[src/rtl/ps2_frame_rx.sv]
`default_nettype none
// ============================================================================
//  Module      : ps2_frame_rx
//  Description : PS/2 device-to-host frame receiver. Synchronises and
//                glitch-filters the raw PS/2 clock and data pins and
//                deserialises 11-bit frames into bytes. It emits one-cycle
//                byte and error strobes. It never drives the PS/2 lines.
//  Revision    : 1.0 - initial release
// ============================================================================
module ps2_frame_rx #(
    parameter int FILTER_LEN     = 8,
    parameter int TIMEOUT_CYCLES = 50000
) (
    input  logic       clk,
    input  logic       rst,
    input  logic       ps2_clk_in,
    input  logic       ps2_data_in,
    output logic [7:0] rx_byte,
    output logic       rx_valid,
    output logic       rx_err_parity,
    output logic       rx_err_stop,
    output logic       rx_err_timeout,
    output logic       rx_busy
);

    localparam int c_fcnt_w = $clog2(FILTER_LEN + 1);
    localparam int c_tcnt_w = $clog2(TIMEOUT_CYCLES + 1);

    localparam logic [c_fcnt_w-1:0] c_fcnt_last = c_fcnt_w'(FILTER_LEN - 1);
    localparam logic [c_tcnt_w-1:0] c_tcnt_last = c_tcnt_w'(TIMEOUT_CYCLES - 1);

    typedef enum logic [1:0] {
        ST_IDLE   = 2'd0,
        ST_DATA   = 2'd1,
        ST_PARITY = 2'd2,
        ST_STOP   = 2'd3
    } state_t;

    // Synchroniser flops; idle PS/2 lines are high, so they reset to 1.
    logic                clk_meta_q, clk_meta_d;
    logic                clk_sync_q, clk_sync_d;
    logic                data_meta_q, data_meta_d;
    logic                data_sync_q, data_sync_d;

    // Clock glitch filter and registered edge detection.
    logic                filt_clk_q, filt_clk_d;
    logic                filt_prev_q, filt_prev_d;
    logic [c_fcnt_w-1:0] fcnt_q, fcnt_d;
    logic                fall;

    // Frame state.
    state_t              state_q, state_d;
    logic [2:0]          bit_cnt_q, bit_cnt_d;
    logic [7:0]          shreg_q, shreg_d;
    logic                par_ok_q, par_ok_d;
    logic [c_tcnt_w-1:0] tcnt_q, tcnt_d;

    // Registered outputs.
    logic [7:0]          rx_byte_q, rx_byte_d;
    logic                rx_valid_q, rx_valid_d;
    logic                err_par_q, err_par_d;
    logic                err_stop_q, err_stop_d;
    logic                err_to_q, err_to_d;
    logic                busy_q, busy_d;

    // Two-flop synchronisers, then filter the clock: the filtered value only
    // follows the synced pin after FILTER_LEN consecutive differing samples.
    always_comb begin
        clk_meta_d  = ps2_clk_in;
        clk_sync_d  = clk_meta_q;
        data_meta_d = ps2_data_in;
        data_sync_d = data_meta_q;

        filt_clk_d  = filt_clk_q;
        fcnt_d      = '0;
        if (clk_sync_q != filt_clk_q) begin
            if (fcnt_q == c_fcnt_last) begin
                filt_clk_d = clk_sync_q;
            end else begin
                fcnt_d = fcnt_q + 1'b1;
            end
        end
        filt_prev_d = filt_clk_q;
    end

    assign fall = filt_prev_q & ~filt_clk_q;

    // Frame FSM: advances on filtered clock falls; an inactivity timeout
    // aborts a partial frame. A fall in the same cycle takes priority.
    always_comb begin
        state_d    = state_q;
        bit_cnt_d  = bit_cnt_q;
        shreg_d    = shreg_q;
        par_ok_d   = par_ok_q;
        tcnt_d     = tcnt_q;
        rx_byte_d  = rx_byte_q;
        rx_valid_d = 1'b0;
        err_par_d  = 1'b0;
        err_stop_d = 1'b0;
        err_to_d   = 1'b0;

        if ((state_q == ST_IDLE) || fall) begin
            tcnt_d = '0;
        end else if (tcnt_q != '1) begin
            tcnt_d = tcnt_q + 1'b1;
        end

        if (fall) begin
            case (state_q)
                ST_IDLE: begin
                    // A fall with data high is a spurious edge; ignore it.
                    if (!data_sync_q) begin
                        state_d   = ST_DATA;
                        bit_cnt_d = 3'd0;
                    end
                end
                ST_DATA: begin
                    shreg_d   = {data_sync_q, shreg_q[7:1]};
                    bit_cnt_d = bit_cnt_q + 3'd1;
                    if (bit_cnt_q == 3'd7) begin
                        state_d = ST_PARITY;
                    end
                end
                ST_PARITY: begin
                    par_ok_d = (^shreg_q) ^ data_sync_q;
                    state_d  = ST_STOP;
                end
                ST_STOP: begin
                    state_d = ST_IDLE;
                    if (par_ok_q && data_sync_q) begin
                        rx_valid_d = 1'b1;
                        rx_byte_d  = shreg_q;
                    end
                    err_par_d  = ~par_ok_q;
                    err_stop_d = ~data_sync_q;
                end
                default: begin
                    state_d = ST_IDLE;
                end
            endcase
        end else if ((state_q != ST_IDLE) && (tcnt_q == c_tcnt_last)) begin
            state_d  = ST_IDLE;
            err_to_d = 1'b1;
        end

        busy_d = (state_d != ST_IDLE);
    end

    // State register for all flops; an asynchronous reset discards any
    // partial frame.
    always_ff @(posedge clk or posedge rst) begin
        if (rst) begin
            clk_meta_q  <= 1'b1;
            clk_sync_q  <= 1'b1;
            data_meta_q <= 1'b1;
            data_sync_q <= 1'b1;
            filt_clk_q  <= 1'b1;
            filt_prev_q <= 1'b1;
            fcnt_q      <= '0;
            state_q     <= ST_IDLE;
            bit_cnt_q   <= 3'd0;
            shreg_q     <= 8'd0;
            par_ok_q    <= 1'b0;
            tcnt_q      <= '0;
            rx_byte_q   <= 8'd0;
            rx_valid_q  <= 1'b0;
            err_par_q   <= 1'b0;
            err_stop_q  <= 1'b0;
            err_to_q    <= 1'b0;
            busy_q      <= 1'b0;
        end else begin
            clk_meta_q  <= clk_meta_d;
            clk_sync_q  <= clk_sync_d;
            data_meta_q <= data_meta_d;
            data_sync_q <= data_sync_d;
            filt_clk_q  <= filt_clk_d;
            filt_prev_q <= filt_prev_d;
            fcnt_q      <= fcnt_d;
            state_q     <= state_d;
            bit_cnt_q   <= bit_cnt_d;
            shreg_q     <= shreg_d;
            par_ok_q    <= par_ok_d;
            tcnt_q      <= tcnt_d;
            rx_byte_q   <= rx_byte_d;
            rx_valid_q  <= rx_valid_d;
            err_par_q   <= err_par_d;
            err_stop_q  <= err_stop_d;
            err_to_q    <= err_to_d;
            busy_q      <= busy_d;
        end
    end

    assign rx_byte        = rx_byte_q;
    assign rx_valid       = rx_valid_q;
    assign rx_err_parity  = err_par_q;
    assign rx_err_stop    = err_stop_q;
    assign rx_err_timeout = err_to_q;
    assign rx_busy        = busy_q;

endmodule
`default_nettype wire

[config.mk]
export PLATFORM = sky130hd
export DESIGN_NAME = ps2_frame_rx
export DESIGN_NICKNAME = d
export VERILOG_FILES = /design/src/rtl/ps2_frame_rx.sv
export SDC_FILE = /design/constraint.sdc
export NUM_CORES = 1
export LEC_CHECK = 0
export BUFFER_PORTS_ARGS = -buffer_cell sky130_fd_sc_hd__buf_4
export CORE_ASPECT_RATIO = 0.6
export CORE_MARGIN = 1.5
export CORE_UTILIZATION = 53
export DETAILED_ROUTE_END_ITERATION = 10
export HOLD_SLACK_MARGIN = 0.03
export PLACE_DENSITY = 0.85
export SLEW_MARGIN = 0
export SYNTH_ARGS = -nofsm -noshare
export SYNTH_HDL_FRONTEND = slang
export SYNTH_SLANG_ARGS = --single-unit
export TNS_END_PERCENT = 30
[constraint.sdc]
create_clock -name clk -period 1.7 [get_ports clk]
set_clock_uncertainty 0.05 [all_clocks]
set_input_delay 0.17 -clock clk [delete_from_list [all_inputs] [get_ports clk]]
set_output_delay 0.17 -clock clk [all_outputs]
set_load 0.05 [all_outputs]
==> results.cfg, run 1 <==
[status]
status = completed

[clocking]
cts_buffer_depth = 2
cts_setup_buffers = 0
cts_tree = yes
htree_levels = 2
cts_root_buffer = clkbuf_8
clk_pin_slew_ns = 0.10
clock-sinks = 53
clock_latency_ns = 0.31
numCtsBuffers = 5

[pwr]
p_comb_frac = 0.231
power_frac_seq = 0.528
p_leak_uw = 0.00133
finalPower_uw = 2900
sw_frac_of_total = 0.312
vdd_drop_max_mv = 0.621
p_int_uw = 2000
p_sw_uw = 905
clkPwrFrac = 0.241
p_per_area_nw_per_um2 = 1010

[drt]
drtAntennaViolNets = 0
wl_per_cell_um = 16.7
viasPerCell = 5.87
num_vias = 1725
drc_errors = 0
dr.first_iter.drc_count = 169
drt-total-wl_mm = 4.92
first_pass_iters = 4

[layout]
layout.nets = 241
syn2layout_area_growth_pct = 18.4
final_area_um2 = 2860
layout-drive-gt1-share = 0.368
n_antenna_cell = 0

[sta]
finalMaxSlewViolations = 0
max_slew_margin = 0.723
setup_tns_ns = 0
tightestPinTransition_ns = 0.414
max_freq_mhz = 609
fin_crit_ns = 1.64
setup_viol = 0
period_share = 0.965
rsz0062_at_grt = true
hold_viol_final = 0

[floorplan]
die_h_um = 55.3
initial_core_util = 0.571
dieArea_um2 = 4990
coreArea_um2 = 4230
ios = 17
rows = 18
fp.dieW_um = 90.2

[run]
maxCapViolCount = 0

[place]
io_buffer_count = 16
post-dp-hpwl_mm = 3.49
dpl_cell_area_um2 = 2720
gp_congestion = 0.867

[setup_path]
worstSetupEndpointType = flip-flop
reg2reg_slack_ns = 0.06
timing.rr.start = filt_prev_q$_DFF_PP1_
crit_path_start = filt_prev_q$_DFF_PP1_
rr_worst_depth = 4
r2r-end = rx_byte[5]$_DFFE_PP0P_
criticalPathCategory = flip-flop to flip-flop
arrival_ns = 1.79
startpoint_type = flip-flop
critPathCapture = rx_byte[5]$_DFFE_PP0P_
cp_max_fo = 5
cp.required_ns = 1.85

[grt]
grt_usage = 0.216
antenna_found_initial = 0
grt_max_degree = 20
grt_pass1_vias = 1684
grt_overflow = 0
grt_first_pass_wirelength_mm = 8.27

[synth]
synth_edf_count = 0
synth_ff_type = dfrtp_1
yosysMostFrequentCell = dfrtp_1
seq_area_frac_synth = 0.551
synth_top_area_cell = dfrtp_1
avgSynthCellArea_um2 = 12.4
synth.top_cell.area_share = 0.486
syn_nets = 203
netlist_instances = 195
synth-seq-cells = 53
synth_commonest_cells = 47 x dfrtp_1, 19 x mux2_2, 16 x nor2_1
synth.area.top_cells = dfrtp_1 49%, mux2_2 8.8%, dfstp_2 6.5%, xnor2_1 2.5%, nor2_1 2.5%
synth.yosys.warnings = 0
synth.cell_area_um2 = 2420
ys_types = 48
synth_async_sr_flop_share = 1.00

[hold_path]
min_path_type = flip-flop to flip-flop
layout make-up:
type	instances	area, µm²
fill	310	1370
sequential	53	1340
multi-input combinational	135	1070
timing repair buffer	35	283
tap	60	75.1
clock buffer	5	68.8
clock inverter	3	17.5
inverter	3	11.3
critical path, cell delays in order, from the launching register on:
cell     delay (ns)
dfstp_2        0.55
nor2b_2        0.18
nand3_2        0.16
nor2_4         0.23
mux2_2         0.36
state kept, by name (all words and copies together), names as in the netlist:
name / count
fcnt_q: 4
rx_valid: 1
filt_clk_q: 1
rx_byte: 8
filt_prev_q: 1
clk_sync_q: 1
rx_busy: 1
rx_err_parity: 1
par_ok_q: 1
bit_cnt_q: 3
data_meta_q: 1
data_sync_q: 1
rx_err_stop: 1
tcnt_q: 16
state_q: 2
rx_err_timeout: 1
shreg_q: 8
clk_meta_q: 1
cell families (layout without fill, tap and decap cells):
kind of cell,count (synthesis),in the layout,share of synthesized area
compound gates,35,35,0.0962
buf+inv,8,46,0.0197
fa+ha+maj,4,4,0.0207
flops,53,53,0.551
mux,21,21,0.0967
xor+xnor,10,10,0.0419
simple gates,64,65,0.173
metal layers:
metal  GRT usage  wire, µm  vias up
met5           0         0        -
met4      0.0884        72        0
met3      0.0744       343        9
met2       0.295      2070       67
met1       0.311      2430      843
li1            -         -      806
metrics by stage:
step	std cells	hold slack [ns]	utilization	setup WS, ns
floorplan	195	0.124	-	0.0386
global placement	282	0.136	0.641	0.0624
detailed placement	282	0.138	0.641	-0.00731
CTS	294	0.311	0.671	0.0328
global route	294	0.320	0.676	-0.0226
finish	294	0.310	0.676	0.0593
power groups by stage:
| stage | registers (µW) | clock network (µW) | logic (µW) |
|---|---|---|---|
| after global placement | 1530 | 0 | 625 |
| final | 1530 | 698 | 671 |
| after floorplan | 1570 | 0 | 423 |
| after detailed placement | 1540 | 0 | 655 |
| after global routing | 1550 | 766 | 733 |
| after CTS | 1530 | 714 | 666 |
cell usage in the layout (no fill, tap or decap), drive strengths merged, types with 2 or more instances in the layout:
master / n
or3: 3
xnor2: 7
a211oi: 3
dfrtp: 47
a22o: 2
clkinv: 2
clkbuf: 5
a31oi: 7
o21ai: 8
buf: 32
mux2: 19
a21oi: 8
a311oi: 3
nor2: 19
and3: 2
nor4: 2
nand2: 7
xor2: 2
inv: 3
nor3: 6
nor2b: 2
ha: 4
dfstp: 6
mux2i: 2
dlygate4sd3: 3
nand4: 6
and4: 4
nand3: 8
worst min-delay path by stage:
stage	startpoint	to	slack (ns)	cells past startpoint
after floorplan	ps2_clk_in	clk_meta_q$_DFF_PP1_	0.12	0
after global placement	rst	fcnt_q[1]$_DFF_PP0_	0.14	2
after detailed placement	rst	fcnt_q[1]$_DFF_PP0_	0.14	2
after CTS	data_meta_q$_DFF_PP1_	data_sync_q$_DFF_PP1_	0.31	0
after global routing	data_meta_q$_DFF_PP1_	data_sync_q$_DFF_PP1_	0.32	0
final	data_meta_q$_DFF_PP1_	data_sync_q$_DFF_PP1_	0.31	0
what timing repair did:
item                       CTS  global route
setup endpoints to repair    8            21
pin swaps                    1             2
hold buffers                 3             0
cloned                       1             0
hold endpoints to repair    15             0
resized for setup            1             8
Note: power is estimated with default switching activity, not from simulation.
==> run 2: changes to the inputs <==
--- a/config.mk
+++ b/config.mk
@@ -8,10 +8,11 @@
 export BUFFER_PORTS_ARGS = -buffer_cell sky130_fd_sc_hd__buf_4
 export CORE_ASPECT_RATIO = 0.6
 export CORE_MARGIN = 1.5
-export CORE_UTILIZATION = 53
+export CORE_UTILIZATION = 28
 export DETAILED_ROUTE_END_ITERATION = 10
 export HOLD_SLACK_MARGIN = 0.03
-export PLACE_DENSITY = 0.85
+export PLACE_DENSITY = 0.56
+export SETUP_SLACK_MARGIN = 0.02
 export SLEW_MARGIN = 0
 export SYNTH_ARGS = -nofsm -noshare
 export SYNTH_HDL_FRONTEND = slang
==> run 2 against run 1 <==
  * Register-to-register slack improved by 0.03 ns
  * Die area rose by 85%
  * Core utilization fell by 32 points
  * First-iteration DRC count fell by 33%
  * Hold slack got worse by 0.0087 ns
  * Worst setup slack improved by 0.033 ns
  * Non-clock buffer count rose by 6
==> results.cfg, run 2 (synthesized netlist as in run 1, its figures left out) <==
[status]
status = completed

[sta]
max_slew_margin = 0.768
fin_crit_ns = 1.61
setup_viol = 0
finalMaxSlewViolations = 0
max_freq_mhz = 622
finalWorstSetupSlack_ns = 0.0918
rsz0062_at_grt = true
tightestPinTransition_ns = 0.346
hold_viol_final = 0
period_share = 0.946
setup_tns_ns = 0

[clocking]
htree_levels = 2
cts_root_buffer = clkbuf_16
numCtsBuffers = 5
clock-sinks = 53
clock_latency_ns = 0.29
clk_pin_slew_ns = 0.07
cts_buffer_depth = 2
cts_tree = yes

[grt]
grt_overflow = 0
grt_pass1_vias = 1554
grt_usage = 0.119
grt_first_pass_wirelength_mm = 8.17
antenna_found_initial = 0
grt_max_degree = 45

[pwr]
p_leak_uw = 0.00139
p_per_area_nw_per_um2 = 1070
vdd_drop_max_mv = 0.461
sw_frac_of_total = 0.290
p_int_uw = 2300
p_comb_frac = 0.203
power_frac_seq = 0.471
p_sw_uw = 940
clkPwrFrac = 0.326

[layout]
largest_register_ffs = 16
final_util = 0.358
layout-drive-gt1-share = 0.368
layout.nets = 246
regMostFlops = tcnt_q
n_antenna_cell = 0
syn2layout_area_growth_pct = 25.1
final_common_cell = dfrtp_1
final_cell_mix = 47 x dfrtp_1, 37 x buf_4, 19 x mux2_2

[place]
post-dp-hpwl_mm = 3.46
io_buffer_count = 16
place_ws_ns = 0.0409
gp_congestion = 0.864

[drt]
dr.first_iter.drc_count = 114
drtAntennaViolNets = 0
wl_per_cell_um = 13.6
first_pass_iters = 4
drt-total-wl_mm = 4.79
viasPerCell = 4.75
drc_errors = 0
num_vias = 1666

[floorplan]
coreArea_um2 = 8460
ios = 17
fp.dieW_um = 123
dieArea_um2 = 9220
initial_core_util = 0.286
rows = 26
die_h_um = 75.0

[setup_path]
cp_max_fo = 4
cp.required_ns = 1.82
criticalPathCategory = flip-flop to flip-flop
startpoint_type = flip-flop
worstSetupEndpointType = flip-flop
arrival_ns = 1.73

[hold_path]
min_path_type = primary input to async pin

[run]
maxCapViolCount = 0
[run 2: cell types whose count changed in the layout (fill, tap and decap cells not counted), sizes merged]
cell    previous run  this run
buf               32        38
clkinv             2         0
clkbuf             5         6
nor2              19        18
inv                3         4
[run 2: final timing paths]
kind / to / from / cells after the start / slack [ns]
worst max register to register: rx_busy$_DFF_PP0_ / tcnt_q[0]$_DFFE_PP0P_ / 4 / 0.09
worst min register to register: clk_sync_q$_DFF_PP1_ / clk_meta_q$_DFF_PP1_ / 0 / 0.31
worst min-delay path: tcnt_q[6]$_DFFE_PP0P_ / rst / 3 / 0.30
max in group asynchronous: data_meta_q$_DFF_PP1_ / rst / 4 / 0.75
min in group clk: clk_sync_q$_DFF_PP1_ / clk_meta_q$_DFF_PP1_ / 0 / 0.31
worst max-delay path: rx_busy$_DFF_PP0_ / tcnt_q[0]$_DFFE_PP0P_ / 4 / 0.09
[run 2: power groups by stage]
stage          logic (µW)  registers (µW)  clock network [µW]
2_1_floorplan         423            1570                   0
4_1_cts               656            1520                1100
3_3_place_gp          640            1540                   0
5_1_grt               731            1550                1160
3_5_place_dp          650            1540                   0
6_report              659            1530                1060
[run 2: cell type report]
class                           count  area, µm²
Clock buffer                        6        139
Clock inverter                      2       16.3
Multi-Input combinational cell    134       1060
Inverter                            3       11.3
Tap cell                          112        140
Timing Repair Buffer               41        328
Sequential cell                    53       1330
Fill cell                         844       5430
[run 2: metrics by stage]
step                      area [µm²]  cells  total power, µW  hold slack (ns)
after global placement          2810    338             2180           0.0710
after detailed placement        2810    338             2190           0.0731
after floorplan                 2420    195             1990            0.124
after CTS                       3000    349             3270            0.303
after global routing            3030    351             3440            0.315
final                           3030    351             3240            0.302
[run 2: worst max-delay path, stage by stage, from the launching register on]
cell	delay (ns)
dfrtp_1	0.36
ha_2	0.24
and3_1	0.25
nand4_1	0.27
o211a_1	0.32
[run 2: layer usage]
metal,GRT usage,up-vias,part of all wire
li1,-,809,-
met1,0.192,817,0.55
met2,0.143,32,0.38
met3,0.0364,8,0.057
met4,0.0460,0,0.015
met5,0,-,0
[run 2: timing repair]
action,CTS,global route
hold endpoints to repair,11,0
gates resized for setup,0,5
setup buffers,0,2
setup endpoints to repair,1,26
pin swaps,1,1
hold buffers,3,0
==> run 3: changes to the inputs <==
--- a/config.mk
+++ b/config.mk
@@ -5,13 +5,14 @@
 export SDC_FILE = /design/constraint.sdc
 export NUM_CORES = 1
 export LEC_CHECK = 0
-export BUFFER_PORTS_ARGS = -buffer_cell sky130_fd_sc_hd__buf_4
+export ABC_AREA = 1
 export CORE_ASPECT_RATIO = 0.6
-export CORE_MARGIN = 1.5
+export CORE_MARGIN = 2
 export CORE_UTILIZATION = 28
 export DETAILED_ROUTE_END_ITERATION = 10
+export DONT_BUFFER_PORTS = 1
 export HOLD_SLACK_MARGIN = 0.03
-export PLACE_DENSITY = 0.56
+export PLACE_DENSITY = 0.54
 export SETUP_SLACK_MARGIN = 0.02
 export SLEW_MARGIN = 0
 export SYNTH_ARGS = -nofsm -noshare
==> run 3 against run 2 <==
  * Core utilization decreased by 2.7 points
  * Global-route usage fell by 0.89 points
  * Critical path depth up 2
  * Routed wire length grew 8.9%
  * Maximum frequency is essentially flat
  * Clock-buffer cell count is the same
  * Non-clock buffer count decreased by 28
  * Power up 12%
  * First-iteration DRC count up 46%
  * Die area up 9.2%
  * Sequential power rose by 8%
==> results.cfg, run 3 <==
[drt]
wl_per_cell_um = 11.8
first_pass_iters = 5
viasPerCell = 4.40
drt-total-wl_mm = 5.21
drtAntennaViolNets = 0
drc_errors = 0
num_vias = 1949
dr.first_iter.drc_count = 167

[synth]
yosysMostFrequentCell = nand2_1
synth_async_sr_flop_share = 1.00
synth-seq-cells = 53
synth_edf_count = 0
ys_types = 30
synth_top_area_cell = dfrtp_1
seq_area_frac_synth = 0.514
synth_ff_type = dfrtp_1
synth.top_cell.area_share = 0.454
syn_nets = 317
avgSynthCellArea_um2 = 8.39
synth_commonest_cells = 81 x nand2_1, 47 x dfrtp_1, 39 x inv_1
synth.yosys.warnings = 0
synth.cell_area_um2 = 2590
netlist_instances = 309
synth.area.top_cells = dfrtp_1 45%, nand2_1 12%, dfstp_2 6.1%, inv_1 5.6%, nand3_1 5.6%

[floorplan]
ios = 17
dieArea_um2 = 10100
initial_core_util = 0.285
rows = 27
die_h_um = 78.5
coreArea_um2 = 9090
fp.dieW_um = 128

[run]
maxCapViolCount = 0

[sta]
rsz0062_at_grt = false
tightestPinTransition_ns = 0.471
finalMaxSlewViolations = 0
hold_slack_ns = 0.285
max_freq_mhz = 622
hold_viol_final = 0
fin_crit_ns = 1.61
period_share = 0.945
max_slew_margin = 0.683
setup_tns_ns = 0
setup_viol = 0

[grt]
grt_first_pass_wirelength_mm = 8.92
grt_usage = 0.111
grt_pass1_vias = 1761
grt_max_degree = 24
antenna_found_initial = 0
grt_overflow = 0

[setup_path]
worstSetupEndpointType = flip-flop
cp.required_ns = 1.83
arrival_ns = 1.74
startpoint_type = flip-flop
slowest_stage = dfrtp_1
cp_slowest_stage_delay_ns = 0.36
critPathBufInv = 1
critical_path.top_delay_family = simple AND/OR/NAND/NOR gates
reg2reg_slack_ns = 0.09
path_cells = ha_1 > nand3_1 > nor3_4 > buf_4 > o21ai_0 > a31oi_1
cp_max_fo = 3
criticalPathCategory = flip-flop to flip-flop

[layout]
n_antenna_cell = 0
largest_register_ffs = 16
layout-drive-gt1-share = 0.150
syn2layout_area_growth_pct = 15.9
final_cell_mix = 80 x nand2_1, 47 x dfrtp_1, 38 x inv_1
layout.nets = 334
final_common_cell = nand2_1
stdcell_count = 443
regMostFlops = tcnt_q

[place]
post-dp-hpwl_mm = 3.88
dpl.cell_count = 432
gp_congestion = 0.889
io_buffer_count = 0

[clocking]
cts_tree = yes
clk_pin_slew_ns = 0.07
cts_buffer_depth = 2
htree_levels = 2
numCtsBuffers = 5
clock_latency_ns = 0.29
cts_root_buffer = clkbuf_16
clock-sinks = 53
cts_setup_buffers = 0

[hold_path]
min_path_type = primary input to async pin

[pwr]
p_per_area_nw_per_um2 = 1210
finalPower_uw = 3630
vdd_drop_max_mv = 0.485
p_leak_uw = 0.00140

[status]
status = completed
==> run 3: area by class of cell <==
class                      instances  area [µm²]
fill                             915        6080
sequential                        53        1330
multi-input combinational        211        1080
inverter                          42         158
tap                              116         145
clock buffer                       6         129
timing repair buffer              13         118
clock inverter                     2        38.8
==> run 3: path summary, 6_finish.rpt <==
path,endpoint,from,cells past startpoint
worst max register to register,tcnt_q[8]$_DFFE_PP0P_,tcnt_q[0]$_DFFE_PP0P_,6
min in group clk,clk_sync_q$_DFF_PP1_,clk_meta_q$_DFF_PP1_,0
worst min register to register,clk_sync_q$_DFF_PP1_,clk_meta_q$_DFF_PP1_,0
worst min-delay path,tcnt_q[3]$_DFFE_PP0P_,rst,2
max in group asynchronous,data_sync_q$_DFF_PP1_,rst,3
worst max-delay path,tcnt_q[8]$_DFFE_PP0P_,tcnt_q[0]$_DFFE_PP0P_,6
==> run 3: per-layer routing <==
metal / wire length, µm / GRT usage
met1: 2970 / 0.185
met2: 1930 / 0.135
met3: 267 / 0.0218
met4: 48 / 0.0330
met5: 0 / 0
==> run 3: per-stage QoR <==
stage	worst slack [ns]	cell area (µm²)	util
detailed placement	0.125	2800	0.308
global placement	0.197	2800	0.308
global route	0.0320	3000	0.331
CTS	0.121	3000	0.330
floorplan	0.204	2590	-
finish	0.0928	3000	0.331
==> run 3: power by group <==
group	internal (µW)	switching, µW	total [µW]
combinational	310	519	829
sequential	1440	204	1650
clock	699	458	1160
==> run 3: logic make-up after synthesis <==
group           Yosys count  share of synthesized area
simple gates            168                      0.298
flops                    53                      0.514
buf+inv                  45                     0.0700
compound gates           34                     0.0806
xor+xnor                  4                     0.0135
fa+ha+maj                 4                     0.0193
mux                       1                    0.00434
==> run 3: what timing repair did <==
action	CTS	global route
hold endpoints to repair	16	0
hold buffers	3	0
endpoints found under the setup margin	0	5
gates resized for setup	0	2
